**src/rtl/pipe_rate_change_ctrl_pkg.sv**
```systemverilog
// Shared types and constants for PIPE rate change sequencing.
// Used by the rate change controller and its lane status collector.
package pipe_ctrl_pkg;

    typedef enum logic [2:0] {
        IDLE,
        QUIESCE,
        SET_RATE,
        ACK,
        RELEASE,
        DONE
    } rc_state_e;

    localparam logic [3:0] RATE_GEN1 = 4'b0001;
    localparam logic [3:0] RATE_GEN2 = 4'b0010;
    localparam logic [3:0] RATE_GEN3 = 4'b0011;
    localparam logic [3:0] RATE_GEN4 = 4'b0100;
    localparam logic [3:0] RATE_GEN5 = 4'b0101;

    localparam int DEF_QUIESCE_CYCLES = 8;
    localparam int DEF_TIMEOUT_CYCLES = 4096;

    function automatic logic isSameRate(
        input logic [3:0] reqRate,
        input logic [4:0] reqPclk,
        input logic [3:0] curRate,
        input logic [4:0] curPclk
    );
        return (reqRate == curRate) && (reqPclk == curPclk);
    endfunction

endpackage

```
**src/rtl/pipe_lane_status_collector.sv**
```systemverilog
// Sticky per-lane status mask; all_seen includes the current cycle's pulses
// so a sequencer can leave its wait state on the same cycle the last lane reports.
module pipe_lane_status_collector
    import pipe_ctrl_pkg::*;
#(
    parameter int LANES = 16
) (
    input  logic             PCLK,
    input  logic             phy_reset_n,
    input  logic             clr,
    input  logic             en,
    input  logic [LANES-1:0] status,
    output logic             all_seen
);

    logic [LANES-1:0] mask;
    logic [LANES-1:0] maskNext;

    // OR in this cycle's pulses while collecting
    always_comb begin
        maskNext = mask;
        if (en) begin
            maskNext = mask | status;
        end
    end

    assign all_seen = &maskNext;

    // Hold the sticky mask; clear wins over collection
    always_ff @(posedge PCLK) begin
        if (!phy_reset_n || clr) begin
            mask <= '0;
        end else begin
            mask <= maskNext;
        end
    end

endmodule

```
**src/rtl/pipe_rate_change_ctrl.sv**
```systemverilog
// MAC-side PIPE rate / PCLK rate change sequencer.
// Quiesces Tx, drives Rate/PCLKRate, then runs the PclkChangeOk/Ack/PhyStatus handshake.
module pipe_rate_change_ctrl
    import pipe_ctrl_pkg::*;
#(
    parameter int         LANESNUMBER    = 16,
    parameter int         QUIESCE_CYCLES = DEF_QUIESCE_CYCLES,
    parameter int         TIMEOUT_CYCLES = DEF_TIMEOUT_CYCLES,
    parameter logic [3:0] RESET_RATE     = RATE_GEN1
) (
    input  logic                   PCLK,
    input  logic                   phy_reset_n,
    input  logic                   req_valid,
    output logic                   req_ready,
    input  logic [3:0]             req_rate,
    input  logic [4:0]             req_pclkrate,
    output logic [3:0]             Rate,
    output logic [4:0]             PCLKRate,
    input  logic                   PclkChangeOk,
    output logic                   PclkChangeAck,
    input  logic [LANESNUMBER-1:0] PhyStatus,
    output logic                   tx_elec_idle_force,
    output logic                   busy,
    output logic                   done,
    output logic                   timeout_err
);

    localparam int              TW     = $clog2(TIMEOUT_CYCLES);
    localparam logic [7:0]      Q_LAST = 8'(QUIESCE_CYCLES - 1);
    localparam logic [TW-1:0]   T_LAST = TW'(TIMEOUT_CYCLES - 1);

    rc_state_e      state;
    rc_state_e      stateNext;
    logic [3:0]     tgtRate;
    logic [4:0]     tgtPclkRate;
    logic [7:0]     qCnt;
    logic [TW-1:0]  tmoCnt;
    logic           timeoutHit;
    logic           allSeen;
    logic           inWait;

    assign busy      = (state != IDLE);
    assign req_ready = !busy;
    assign done      = (state == DONE);
    assign inWait    = (state == SET_RATE) || (state == ACK);

    assign tx_elec_idle_force = (state == QUIESCE) || (state == SET_RATE)
                             || (state == ACK) || (state == RELEASE);

    pipe_lane_status_collector #(
        .LANES(LANESNUMBER)
    ) u_collector (
        .PCLK       (PCLK),
        .phy_reset_n(phy_reset_n),
        .clr        (state != ACK),
        .en         (state == ACK),
        .status     (PhyStatus),
        .all_seen   (allSeen)
    );

    // Next-state decode and timeout detection
    always_comb begin
        stateNext  = state;
        timeoutHit = 1'b0;
        unique case (state)
            IDLE: begin
                if (req_valid) begin
                    stateNext = isSameRate(req_rate, req_pclkrate, Rate, PCLKRate)
                              ? DONE : QUIESCE;
                end
            end
            QUIESCE: begin
                if (qCnt == Q_LAST) begin
                    stateNext = SET_RATE;
                end
            end
            SET_RATE: begin
                if (PclkChangeOk) begin
                    stateNext = ACK;
                end else if (tmoCnt == T_LAST) begin
                    stateNext  = IDLE;
                    timeoutHit = 1'b1;
                end
            end
            ACK: begin
                if (allSeen && !PclkChangeOk) begin
                    stateNext = RELEASE;
                end else if (tmoCnt == T_LAST) begin
                    stateNext  = IDLE;
                    timeoutHit = 1'b1;
                end
            end
            RELEASE: stateNext = DONE;
            DONE:    stateNext = IDLE;
            default: stateNext = IDLE;
        endcase
    end

    // State, counters and registered PIPE outputs
    always_ff @(posedge PCLK) begin
        if (!phy_reset_n) begin
            state         <= IDLE;
            Rate          <= RESET_RATE;
            PCLKRate      <= '0;
            PclkChangeAck <= 1'b0;
            timeout_err   <= 1'b0;
            tgtRate       <= '0;
            tgtPclkRate   <= '0;
            qCnt          <= '0;
            tmoCnt        <= '0;
        end else begin
            state         <= stateNext;
            timeout_err   <= timeoutHit;
            PclkChangeAck <= (stateNext == ACK);
            if (state == IDLE && req_valid) begin
                tgtRate     <= req_rate;
                tgtPclkRate <= req_pclkrate;
            end
            qCnt <= (state == QUIESCE) ? qCnt + 8'd1 : 8'd0;
            if (!inWait || stateNext != state) begin
                tmoCnt <= '0;
            end else begin
                tmoCnt <= tmoCnt + 1'b1;
            end
            if (state == QUIESCE && stateNext == SET_RATE) begin
                Rate     <= tgtRate;
                PCLKRate <= tgtPclkRate;
            end
        end
    end

endmodule

```
**config.mk**
```make
export PLATFORM = sky130hd
export DESIGN_NAME = pipe_rate_change_ctrl
export DESIGN_NICKNAME = d
export VERILOG_FILES = /design/src/rtl/pipe_rate_change_ctrl_pkg.sv /design/src/rtl/pipe_lane_status_collector.sv /design/src/rtl/pipe_rate_change_ctrl.sv
export SDC_FILE = /design/constraint.sdc
export NUM_CORES = 1
export LEC_CHECK = 0
export CAP_MARGIN = 20
export CORE_ASPECT_RATIO = 1.1
export CORE_MARGIN = 2
export CORE_UTILIZATION = 40
export DETAILED_ROUTE_END_ITERATION = 8
export SLEW_MARGIN = 20
export SYNTH_ARGS = -nofsm -noshare
export SYNTH_HDL_FRONTEND = slang
export SYNTH_HIERARCHICAL = 1
export SYNTH_SLANG_ARGS = --single-unit
```
**constraint.sdc**
```tcl
create_clock -name PCLK -period 3.5 [get_ports PCLK]
set_clock_uncertainty 0.05 [all_clocks]
set_input_delay 0.35 -clock PCLK [delete_from_list [all_inputs] [get_ports PCLK]]
set_output_delay 0.35 -clock PCLK [all_outputs]
set_load 0.05 [all_outputs]
```
==> metrics, run 1 <==
status finished, final reports clean; warnings from Yosys 6; Post-Synthesis Cell Area 2480 um2; post-CTS sizing 0; Period minus WS final 2.69 ns; pwr dens 449 nW/um2; Worst Setup SP state[1]; Num Clock Sinks 59; CTS tree built; # rows 30; post-layout util 52.2%; critical path fanouts, max 18; Cell Area, Placed 2960 um2; WP data required 3.67 ns; final instance area 3170 um2; DR WL/cell 12.3 um; Final GP Congestion 0.736; placed insts 397; Post-CTS Setup Inserts 0; Skew-Pair Late Insertion Delay 0.33 ns; P&R area growth vs syn 28.1%; syn_area_per_cell 8.70 um2; P_int 1130 uW; cell taking the most area after synthesis dfxtp_1; NetSw 296 uW; count of unique library cells instantiated by Yosys 35; grt ovf 0; WS Path Type reg -> reg; first-pass GRT wire length 8860 um; Hold Violations, Final 0; cts bufs inserted 9; clock power share 45.5%; Chip Height 86.6 um; CP cell instances nand3b_1 -> inv_1 -> buf_4 -> a21oi_1 -> nor4_1 -> o211ai_1 -> nor4_2 -> nor2b_1 -> nand2_1 -> a311oi_1 -> buf_4 -> nor3b_1; vias in the first global route 1974; Crit. End Element register; setup TNS 0 ns; top cells by area, synth dfxtp_1, nor2_1, xor2_1, a21oi_1, nand2_1; initial antenna violation count 0; DRC violations left 0; Core Region 6080 um2; worst r2r src state[1]; Root Driver clkbuf_8; I/O pin total 44; H-tree depth 3; dpl hpwl 3640 um; Die Wd 79.1 um; DR vias 2024; layout cells sized above 1 6.02%; clk slew on worst S/H paths 0.06 ns; reg2reg setup slack 0.81 ns; syn_nets 316; hold_ws 0.392 ns; Setup-failing EPs final 0; Antenna Cells 0; Final Max Slew Viols 0; cts hold-fix bufs 0; Seq/Total Area, Yosys 47.7%; first-pass iteration count of the detailed router 4; Die ar. 6840 um2; Switching Fraction 20.8%; Final Non-Filler Cells 412; EDFF count, synth 0; GRT Total Usage 16.6%; critical path's slowest cell dfxtp_1; register share of total power 48.1%; Max clock buf depth 2; post-route ant nets 0; initial core utilization 40.8%; Final period util 76.9%; Fillers 594; power share of the combinational group 6.4%; Initial DRC Count 57; largest net degree at the start of global routing 22; Crit path top cell by count buf_4; kind of start point of the critical path register; actual slew at the worst max-slew pin 0.620 ns; VDD IR max 0.193 mV; Primary FF master, synth dfxtp_1; worst hold path type reg -> reg; Slew headroom 58.6%; fmax 372 MHz; Max stage delay on crit path 0.50 ns; nets 359; Max-cap violations 0; FF-to-FF path depth 12; RSZ-0062 raised after global routing no; DR vias/cell 4.91; drt total wl 5050 um; capture point of the critical path tmoCnt[7]; leakage 0.00117 uW; R2R Path End tmoCnt[7]; synthesized flop and latch total 59; asr flop ratio synth 0%; Post-Synthesis Cells 285; Port Buffers 43; proportion of netlist area held by the largest area contributor 47.7%; CP Data Arrival Time 2.86 ns
-- worst min-delay path by stage --
stage,startpoint,end,cells after the start
after floorplan,phy_reset_n,Rate[0],1
after global placement,qCnt[0],qCnt[0],1
after detailed placement,qCnt[0],qCnt[0],1
after CTS,qCnt[0],qCnt[0],1
after global routing,qCnt[0],qCnt[0],1
final,qCnt[0],qCnt[0],1
-- flip-flops by register name (all words and copies together) (netlist names) --
name and count:
Rate 4, PclkChangeAck 1, tgtPclkRate 5, tgtRate 4, timeout_err 1, u_collector/mask 16, tmoCnt 12, qCnt 8
PCLKRate 5, state 3
-- critical path, delay by kind of cell, from the launching register on --
family,cells,cell delay (ns)
and+or+nand+nor,6,0.98
AOI/OAI and AO/OA,3,0.52
DFF,1,0.50
buffers and inverters,3,0.53
-- stage by stage --
stage	total power, uW	setup WS [ns]
6_report	1420	0.810
2_1_floorplan	740	0.812
3_5_place_dp	792	0.823
5_1_grt	1480	0.408
3_3_place_gp	791	0.889
4_1_cts	1440	0.796
-- power groups by stage --
stage	clock network, uW	logic (uW)	registers [uW]
6_report	648	90.6	685
5_1_grt	692	99.1	686
4_1_cts	667	91.7	685
3_5_place_dp	0	91.3	700
3_3_place_gp	0	91.0	700
2_1_floorplan	0	43.0	697
-- kinds of logic (layout without fill, tap and decap cells) --
family	Yosys count	after routing	share of synthesized area (%)
xor gates and xnor gates	26	26	9.19
adders and majority gates	2	2	1.01
and+or+nand+nor	129	129	25.4
buffers and inverters	18	65	3.28
DFF	59	59	47.7
AOI/OAI and AO/OA	42	42	9.79
muxes	9	9	3.63
-- per-layer routing --
layer  wire length [um]  track usage, %  up-vias
met4                 90            9.87        0
met2               2330            26.3       38
met5                  0               0        -
met1               2440            20.7      911
met3                195            3.54        7
li1                   -               -     1068
-- area by class of cell --
type	count	area [um2]	share of cell area [%]
clock buffer	14	183	5.75
multi-input combinational	208	1220	38.3
timing repair buffer	45	445	14.0
tap	80	100	3.15
clock inverter	1	30.0	0.946
sequential	59	1180	37.2
inverter	5	18.8	0.591
-- cells in the mapped netlist (all sizes together) (4+ instances only) --
cell type  count
nor3           7
buf            4
xor2          17
nor3b          8
xnor2          9
nand3          9
nand2         31
mux2i          9
nand4          7
o22ai          6
a21oi         28
clkbuf         9
inv            5
nor4           5
dfxtp         59
nor2          45
-- layout by cell type (no fill, tap or decap), types with 2 or more instances in the layout --
master / netlist / final
clkbuf_8: 0 / 13
nand4_1: 7 / 7
or4_4: 2 / 2
nand2b_1: 3 / 3
dfxtp_1: 59 / 59
and3_1: 3 / 3
a211oi_1: 2 / 2
and2_1: 2 / 2
nor4_1: 4 / 4
and4_1: 2 / 2
mux2i_1: 9 / 9
nor3_1: 7 / 7
nand3b_1: 2 / 2
nand3_1: 9 / 9
xnor2_1: 9 / 9
o22ai_1: 6 / 6
inv_1: 5 / 5
ha_1: 2 / 2
a21oi_1: 28 / 28
clkdlybuf4s50_1: 0 / 43
nor2_1: 45 / 45
nor3b_1: 8 / 8
buf_4: 1 / 2
nand2_1: 31 / 31
xor2_1: 17 / 17
nor2b_1: 2 / 2
(Power assumes the default switching activity.)
==> run 2: changes to the inputs <==
- PLACE_DENSITY: default -> 0.66
- clock period: 3.5 -> 2.3 ns (I/O delays scaled with it)
==> run 2 against run 1 <==
Global-route usage fell by 0.059 points; die area stayed put; critical path depth decreased by 8; largest power group unchanged; wire length rose by 3.2%; register-to-register slack got worse by 0.57 ns; sequential power increased by 52%; design area increased by 2.0%; clock power is 41% higher; critical endpoint is now busy.
==> metrics, run 2 (synthesis gave the netlist of run 1 again) <==
status finished, final reports clean; Die ar. 6840 um2; post-layout util 53.3%; Skew-Pair Late Insertion Delay 0.33 ns; I/O pin total 44; FF-to-FF path depth 11; dpl hpwl 3660 um; initial antenna violation count 0; Die Wd 79.1 um; Setup-failing EPs final 0; grt ovf 0; cts bufs inserted 9; WS Path Type reg -> out; kind of start point of the critical path register; GRT Total Usage 16.5%; Antenna Cells 0; pwr dens 649 nW/um2; layout cells sized above 1 9.71%; drt total wl 5210 um; critical path fanouts, max 8; initial core utilization 40.8%; CTS tree built; largest net degree at the start of global routing 22; cts hold-fix bufs 0; Worst Setup SP state[0]; P&R area growth vs syn 30.7%; Hold Violations, Final 0; Core Region 6080 um2; worst r2r src state[2]; worst hold path type reg -> reg; CP Data Arrival Time 1.85 ns; placed insts 403; Root Driver clkbuf_8; DR vias 2066; # rows 30; DRC violations left 0; Slew headroom 59.8%; Initial DRC Count 65; DR vias/cell 4.92; Crit. path cell count 4; Final Max Slew Viols 0; reg2reg setup slack 0.24 ns; CP cell instances buf_4 -> nor3_2 -> inv_1 -> clkdlybuf4s50_1; post-route ant nets 0; Max-cap violations 0; critical path's slowest cell clkdlybuf4s50_1; actual slew at the worst max-slew pin 0.602 ns; biggest regs u_collector/mask: 16 flops, tmoCnt: 12 flops, qCnt: 8 flops; capture point of the critical path busy; nets 366; Final GP Congestion 0.760; clk slew on worst S/H paths 0.06 ns; Final period util 92.8%; Total Power 2100 uW; Top delay family on crit path buffers and inverters; Max stage delay on crit path 0.70 ns; Port Buffers 43; R2R Path End tmoCnt[9]; Num Clock Sinks 59; Period minus WS final 2.13 ns; hold_ws 0.400 ns; first-pass iteration count of the detailed router 4; Largest register FFs 16; VDD IR max 0.402 mV; H-tree depth 3; Crit. End Element primary output; Chip Height 86.6 um; WP data required 2.02 ns; fmax 469 MHz; Max clock buf depth 2; most common cell after layout, fill and taps aside dfxtp_1; vias in the first global route 1944; most frequent cells in the layout dfxtp_1, nor2_1, clkdlybuf4s50_1; Largest Register u_collector/mask; DR WL/cell 12.4 um; leakage 0.00123 uW; buffers and inverters on the worst path 3; Final Non-Filler Cells 420; first-pass GRT wire length 8780 um
[run 2: routing by layer]
layer | part of all wire, % | vias up | global-route usage [%]
met2 | 44 | 46 | 24.3
li1 | - | 1077 | -
met4 | 2.0 | 0 | 9.56
met3 | 5.0 | 9 | 4.69
met5 | 0 | - | 0
met1 | 48 | 934 | 21.6
[run 2: power by group]
group          leakage [uW]  switching [uW]  internal [uW]  total, uW
logic              0.000656            73.0           71.9        145
clock network     0.0000991             392            524        916
registers          0.000477            5.64           1030       1040
[run 2: through the flow]
| step | area, um2 | worst slack [ns] | setup TNS (ns) |
|---|---|---|---|
| after floorplan | 2500 | 0.00530 | 0 |
| after global placement | 3020 | -0.0305 | -0.117 |
| after detailed placement | 3020 | -0.0436 | -0.468 |
| after CTS | 3210 | 0.0172 | 0 |
| after global routing | 3240 | -0.000969 | -0.000969 |
| final | 3240 | 0.166 | 0 |
[run 2: how the worst min path moves through the flow]
stage                      from       to  slack [ns]  depth (start not counted)
finish                  qCnt[0]  qCnt[0]        0.40                          1
global route            qCnt[0]  qCnt[0]        0.42                          1
CTS                     qCnt[0]  qCnt[0]        0.40                          1
detailed placement      qCnt[0]  qCnt[0]        0.39                          1
global placement        qCnt[0]  qCnt[0]        0.38                          1
floorplan           phy_reset_n  Rate[0]        0.24                          1
[run 2: final cells by class]
cell class | count | area, um2
fill | 583 | 2840
multi-input combinational | 208 | 1240
sequential | 59 | 1180
timing repair buffer | 52 | 509
clock buffer | 11 | 141
tap | 80 | 100
clock inverter | 5 | 52.6
inverter | 5 | 18.8
[run 2: repair_timing]
action / in CTS / in global routing
gates resized for setup: 0 / 6
endpoints found under the setup margin: 0 / 18
setup buffers: 0 / 1
